==> src/rtl/cdb_arbiter.sv <==
// Completion arbiter in front of the CDB mux: latches one request per FU and grants one per cycle.
// Round-robin by default; define CDB_FIXED_PRIO_EN for lowest-index-first priority.
module cdb_arbiter #(
  parameter int NUM_FU    = 5,
  parameter int ROB_TAG_W = 5
) (
  input  logic                                clock,
  input  logic                                reset,
  input  logic                                flush,
  input  logic [NUM_FU-1:0]                   fu_done,
  input  logic [NUM_FU-1:0][ROB_TAG_W-1:0]    fu_rob_tag,
  output logic [NUM_FU-1:0]                   fu_busy,
  output logic                                select_flag,
  output logic [2:0]                          select,
  output logic [ROB_TAG_W-1:0]                out_ROB_tag
);

  localparam int IDX_W = (NUM_FU > 1) ? $clog2(NUM_FU) : 1;

  // Handshake: an FU may assert fu_done[i] only while fu_busy[i] is low; the
  // request is then owned by the arbiter until broadcast (or flush/reset).
  logic [NUM_FU-1:0]    r_pending;
  logic [ROB_TAG_W-1:0] r_pend_tag [NUM_FU];
  logic                 r_select_flag;
  logic [2:0]           r_select;
  logic [ROB_TAG_W-1:0] r_out_tag;

  logic [NUM_FU-1:0]    w_grant;
  logic [NUM_FU-1:0]    w_capture;
  logic [2:0]           w_winner;
  logic [IDX_W-1:0]     w_winner_idx;
  logic                 w_any;

  function automatic logic [2:0] lowest_set(input logic [NUM_FU-1:0] vec);
    logic [2:0] idx;
    idx = '0;
    for (int i = NUM_FU - 1; i >= 0; i--) begin
      if (vec[i]) idx = 3'(i);
    end
    return idx;
  endfunction

`ifdef CDB_FIXED_PRIO_EN
  always_comb begin
    w_any    = |r_pending;
    w_winner = lowest_set(r_pending);
  end
`else
  logic [2:0]        r_rr_ptr;
  logic [NUM_FU-1:0] w_ge_mask;
  logic [NUM_FU-1:0] w_upper;
  logic [2:0]        w_rr_next;

  // Requests at or above the pointer win first; otherwise wrap to the lowest index.
  always_comb begin
    w_ge_mask = '0;
    for (int i = 0; i < NUM_FU; i++) begin
      w_ge_mask[i] = (3'(i) >= r_rr_ptr);
    end
    w_upper  = r_pending & w_ge_mask;
    w_any    = |r_pending;
    w_winner = (|w_upper) ? lowest_set(w_upper) : lowest_set(r_pending);
  end

  always_comb begin
    w_rr_next = (w_winner == 3'(NUM_FU - 1)) ? 3'd0 : w_winner + 3'd1;
  end

  always_ff @(posedge clock) begin
    if (reset) begin
      r_rr_ptr <= '0;
    end else if (!flush && w_any) begin
      r_rr_ptr <= w_rr_next;
    end
  end
`endif

  always_comb begin
    w_winner_idx = w_winner[IDX_W-1:0];
    w_grant      = '0;
    if (w_any) begin
      w_grant[w_winner_idx] = 1'b1;
    end
  end

  // The granted slot frees this cycle so its FU can hand over the next result immediately.
  assign fu_busy   = r_pending & ~w_grant;
  assign w_capture = fu_done & ~fu_busy;

  always_ff @(posedge clock) begin
    if (reset) begin
      r_pending     <= '0;
      r_select_flag <= 1'b0;
      r_select      <= '0;
      r_out_tag     <= '0;
      for (int i = 0; i < NUM_FU; i++) begin
        r_pend_tag[i] <= '0;
      end
    end else if (flush) begin
      r_pending     <= '0;
      r_select_flag <= 1'b0;
    end else begin
      r_pending     <= (r_pending & ~w_grant) | w_capture;
      r_select_flag <= w_any;
      if (w_any) begin
        r_select  <= w_winner;
        r_out_tag <= r_pend_tag[w_winner_idx];
      end
      for (int i = 0; i < NUM_FU; i++) begin
        if (w_capture[i]) r_pend_tag[i] <= fu_rob_tag[i];
      end
    end
  end

  assign select_flag = r_select_flag;
  assign select      = r_select;
  assign out_ROB_tag = r_out_tag;

  a_no_done_while_busy: assert property (
    @(posedge clock) disable iff (reset) ((fu_done & fu_busy) == '0)
  );

endmodule
==> config.mk <==
export PLATFORM = sky130hd
export DESIGN_NAME = cdb_arbiter
export DESIGN_NICKNAME = d
export VERILOG_FILES = /design/src/rtl/cdb_arbiter.sv
export SDC_FILE = /design/constraint.sdc
export NUM_CORES = 1
export LEC_CHECK = 0
export CAP_MARGIN = 20
export CORE_UTILIZATION = 46
export CTS_BUF_LIST = sky130_fd_sc_hd__clkbuf_8 sky130_fd_sc_hd__clkbuf_16
export CTS_CLUSTER_DIAMETER = 150
export DETAILED_ROUTE_END_ITERATION = 10
export PLACE_DENSITY = 0.76
export SYNTH_ARGS = -nofsm -noshare
export SYNTH_HDL_FRONTEND = slang
export SYNTH_SLANG_ARGS = --single-unit
==> constraint.sdc <==
create_clock -name clock -period 2.23 [get_ports clock]
set_input_delay 0.446 -clock clock [delete_from_list [all_inputs] [get_ports clock]]
set_output_delay 0.446 -clock clock [all_outputs]
set_load 0.005 [all_outputs]
== Yosys cells after proc, flatten, opt, wreduce, memory -nomap -nowiden ==
Memory sizes are Yosys's and may differ from the RTL's. A register that Yosys moved wholly into a read port is not among the register bits.
Cells that the tools add are included.

* Register bits after elaboration: 12
* Memory bits (writable): 25
* Bits of input ports: 33
* Output and inout bits: 14
* Logic and storage cells: 75
* Memories: 1

* $add $sub $neg: 1
* Magnitude comparators: 7
* Eq/ne operators: 1
* Mux-type cells: 42
* Bitwise logic cells: 12
* Reductions and logical operators: 7

{| class="wikitable"
|+ Memories
! memory !! words !! width !! read ports !! clocked after memory_dff !! write ports !! line !! text
|-
| r_pend_tag || 5 || 5 || 1 || 1 || 5 || 23 || <nowiki>logic [ROB_TAG_W-1:0] r_pend_tag [NUM_FU];</nowiki>
|}

{| class="wikitable"
|+ Operators with widths
! kind !! count
|-
| 2-to-1 mux 3 bit || 12
|-
| 2-to-1 mux 5 bit || 6
|-
| 2-to-1 mux 1 bit || 23
|-
| AND 5 bit || 3
|-
| inverter 5 bit || 2
|-
| OR reduction 5 bit || 2
|-
| >= comparator 1 x 3 -> 1 bit (first input constant) || 2
|-
| >= comparator 2 x 3 -> 1 bit (first input constant) || 2
|-
| OR 1 bit || 5
|-
| OR 5 bit || 1
|-
| less-than comparator 3 x 4 -> 1 bit (second input constant) || 1
|-
| adder 3 x 1 -> 3 bit (second input constant) || 1
|-
| demux 1 bit (select 3 bit) || 1
|-
| equality test 3 bit (second input constant) || 1
|-
| >= comparator 3 x 1 -> 1 bit (second input constant) || 1
|-
| >= comparator 3 bit (first input constant) || 1
|-
| logical AND 1 bit || 2
|-
| AND reduction 2 bit || 1
|-
| OR reduction 2 bit || 1
|-
| zero test 1 bit || 1
|-
| inverter 1 bit || 1
|}

== Longest topological paths before layout ==
* Depth in word-level cells: 22
* Mapped depth: 9
* Mapped depth without buffers: 8

== Worst setup path after synthesis ==
No wires, ideal clock.

* Kind: register -> register
* From: register r_rr_ptr[1]
* To: memory r_pend_tag[3][0], enable pin
* Setup time: 0.376 ns
* Arrival time: 1.987 ns
* Data required time: 1.854 ns
* Slack: -0.133 ns
* Cell stages (with the launch flop): 8
* Buffers on the path: 1
* Clock period less this slack: 2.363 ns
* Cell sequence: dfxtp_1 nand3_1 a311oi_2 a41oi_4 buf_4 o21ai_1 inv_1 o31ai_1

{| class="wikitable"
|+ RTL lines
! item !! line !! text
|-
| start: declaration || 49 || <nowiki>logic [2:0] r_rr_ptr;</nowiki>
|-
| start signal: assignment || 73 || <nowiki>r_rr_ptr <= w_rr_next;</nowiki>
|-
| end: declaration || 23 ||
|}

==> reports/qor.csv <==
stage,metric,value,unit
min_path,Hold Path Class,flop to flop,
worst_setup_path,CP Class,flop to flop,
die,num rows,24,
worst_setup_path,crit path max fanout,5,
global_routing,largest net degree at the start of global routing,15,
routing,routed vias,2179,
power_and_ir_drop,sequential power share,0.431,
die,number of top-level pins,47,
placement,# port buffers,46,
sta,FMAX,421,MHz
sta,worst rel slew slack,0.674,
layout,# diodes,0,
yosys,Mapped Area,2200,um2
layout,post-route insts no fill,359,
routing,Routed WL,7650,um
clock_tree,cts hold-fix bufs,0,
yosys,adder-cell share of the synthesized area,0.0114,
global_routing,first-pass GRT wire length,11000,um
layout,"most common cell after layout, fill and taps aside",buf_4,
layout,net total in the final layout,341,
yosys,"Seq/Total Area, Yosys",0.496,
die,Initial Util,0.492,
worst_setup_path,Critical Path AT,2430,ps
yosys,Post-synth ARST share,0,
clock_tree,CTS H-tree lvls,2,
layout,most frequent cells in the layout,"47 x buf_4, 41 x clkdlybuf4s50_1, 25 x edfxtp_1, 21 x a21boi_2, 18 x buf_6",
sta,Setup TNS,-3830,ps
worst_setup_path,Crit path largest cell delay,400,ps
routing,Vias/cell,6.07,
power_and_ir_drop,Power Density,602,nW/um2
die,die width,71.2,um
yosys,#FFs+latches synth,42,
worst_setup_path,"most used cell, CP",buf_4,
yosys,ys flop type,edfxtp_1,
clock_tree,clk buf depth,2,
sta,min setup slack post-route,-148,ps
worst_setup_path,CP max stage cell,dfxtp_4,
yosys,Synth Area in XOR/XNOR,0,
sta,final hold vios,0,
yosys,"Distinct cells, synth",44,
placement,GPL Wtd Cong,0.902,
sta,clk_skew,7.54,ps
yosys,post-synthesis instance total,194,
global_routing,Total GRT Usage,0.293,
die,die area,5070,um2
yosys,largest family of logic cells by synthesized area,compound AO/OA/AOI/OAI gates,
clock_tree,clk sinks,42,
yosys,Post-Synth Simple-Gate Area,0.0847,
power_and_ir_drop,switching power,0.690,mW
worst_setup_path,Worst setup SP type,flop,
routing,Residual DRC,6,
worst_setup_path,Crit path required time,2280,ps
global_routing,number of global-route vias before repair,2167,
outcome,status,"complete, but fails checks",
clock_tree,Worst-path clk slew,80,ps
sta,"Setup violations, final",41,
clock_tree,Num CTS Buffers,5,
yosys,Compound-Gate Fraction of Synth Area,0.308,
routing,number of DRC markers in iteration 0,176,
clock_tree,clk_lat worst skew,300,ps
yosys,top post-synthesis cells by area,"edfxtp_1 34%, dfxtp_1 15%, a21boi_2 10%",
layout,share of layout cells above drive strength 1,0.521,
power_and_ir_drop,combinational group share of total power,0.341,
power_and_ir_drop,VDD IR max,0.413,mV
die,core area,4470,um2
worst_setup_path,Critical Path End Type,flop,
sta,Worst Tran Pin Value,488,ps
yosys,Synth Area per Inst,11.3,um2
power_and_ir_drop,leak pwr,1.52,nW
placement,cell count after placement,326,
yosys,post-synthesis mux area share,0.0546,
power_and_ir_drop,sw frac,0.312,
yosys,"EDFF count, synth",25,
layout,Layout area overhead,67.0,%
sta,RSZ-0062 raised after global routing,yes,
sta,fin crit period,2380,ps
clock_tree,CTS Root Cell,clkbuf_8,
power_and_ir_drop,Int Power,1.52,mW
routing,Routed Antenna Nets,0,
sta,period utilization,1.07,
yosys,Synth warnings,0,
routing,Initial DRT Pass Iterations,7,
outcome,violated checks,"DRC, setup timing",
run,maxcap violations,0,
power_and_ir_drop,clock network power share,0.228,
clock_tree,CTS tree,built,
yosys,syn nets,229,
routing,Routed wire per std cell,21.3,um
worst_setup_path,CP cell instances,a21boi_2 > o21ba_2 > buf_4 > o31a_1 > buf_4 > a2bb2oi_1 > o311a_4 > buf_4 > a21boi_2,
sta,Max Slew Vio Count,0,
global_routing,initial antenna violation count,0,
placement,detailed-placement wirelength estimate,4150,um
yosys,top cell type by total area after synthesis,edfxtp_1,
global_routing,grt ovf,0,
yosys,top-area cell type share of the netlist area,0.341,
die,Die Ht,71.2,um
-- path summary, 6_finish.rpt --
path / slack [ps] / startpoint / endpoint / cells past startpoint
setup / recovery: -150 / r_pending[2]$_SDFF_PP0_ / r_pend_tag[4][0]$_SDFFCE_PN0P_ / 9
hold / removal: 460 / select[2]$_SDFFE_PP0P_ / select[2]$_SDFFE_PP0P_ / 2
setup reg to reg: -150 / r_pending[2]$_SDFF_PP0_ / r_pend_tag[4][0]$_SDFFCE_PN0P_ / 9
hold reg to reg: 460 / select[2]$_SDFFE_PP0P_ / select[2]$_SDFFE_PP0P_ / 2
-- sequential cells by signal, summed over array words and instances (netlist names) --
| register | cells |
|---|---|
| select | 3 |
| out_ROB_tag | 5 |
| select_flag | 1 |
| r_rr_ptr | 3 |
| r_pend_tag | 25 |
| r_pending | 5 |
-- layer usage --
metal	vias to the layer above	wire, um	track usage
met4	0	336	0.160
met3	34	590	0.0912
met1	1047	2920	0.337
met2	143	3800	0.486
li1	955	-	-
met5	-	0	0
-- power by group through the flow --
stage                     logic [mW]  clock network [mW]  registers, mW
after global placement         0.511                   0          0.955
after CTS                      0.623               0.502          0.944
after global routing           0.793               0.539          0.961
after detailed placement       0.521                   0          0.958
final                          0.754               0.505          0.954
after floorplan                0.272                   0          0.948
-- cell type report --
| class | instances | area [um2] |
|---|---|---|
| tap | 52 | 65.1 |
| clock inverter | 3 | 18.8 |
| fill | 244 | 798 |
| inverter | 11 | 41.3 |
| clock buffer | 5 | 68.8 |
| sequential | 42 | 1120 |
| timing repair buffer | 115 | 1070 |
| multi-input combinational | 131 | 1300 |
-- worst max-delay path, delay by kind of cell, from the launching register on --
kind	cells	cell delay, ps
DFF	1	400
AOI/OAI and AO/OA	6	1270
buffers and inverters	3	460
-- timing repair --
item	4_1_cts	5_1_grt
endpoints found under the setup margin	35	54
buffers inserted	24	9
gates resized for setup	62	55
pin swaps	18	23
gates cloned	1	0
-- stage by stage --
stage	power (mW)	hold slack, ps	setup slack (ps)	utilization	area (um2)
after floorplan	1.22	453	25.1	-	2210
after global placement	1.47	449	-105	0.678	3030
after detailed placement	1.48	447	-147	0.678	3030
after CTS	2.07	458	-107	0.772	3460
after global routing	2.29	488	-179	0.822	3680
final	2.21	459	-148	0.822	3680
-- logic make-up (layout without fill, tap and decap cells) --
group,Yosys count,in the layout
adders and majority gates,2,2
DFF,42,42
muxes,12,12
and+or+nand+nor,40,40
AOI/OAI and AO/OA,77,77
buffers and inverters,21,134
-- cell usage after synthesis (2+ instances only) --
library cell,number
buf_6,2
a21boi_2,20
inv_1,10
clkbuf_1,4
a21oi_1,11
a211oi_1,2
o21ai_1,3
nor2_1,17
a21boi_0,5
nand2b_1,2
edfxtp_1,25
mux2i_1,12
o21ai_2,2
ha_1,2
o221ai_1,5
o21a_1,3
o31ai_1,2
nand2_1,13
o211a_1,5
nand3_1,2
a31oi_1,2
o21ai_0,4
dfxtp_1,17
nor2b_1,2
buf_2,3
(Power assumes the default switching activity.)
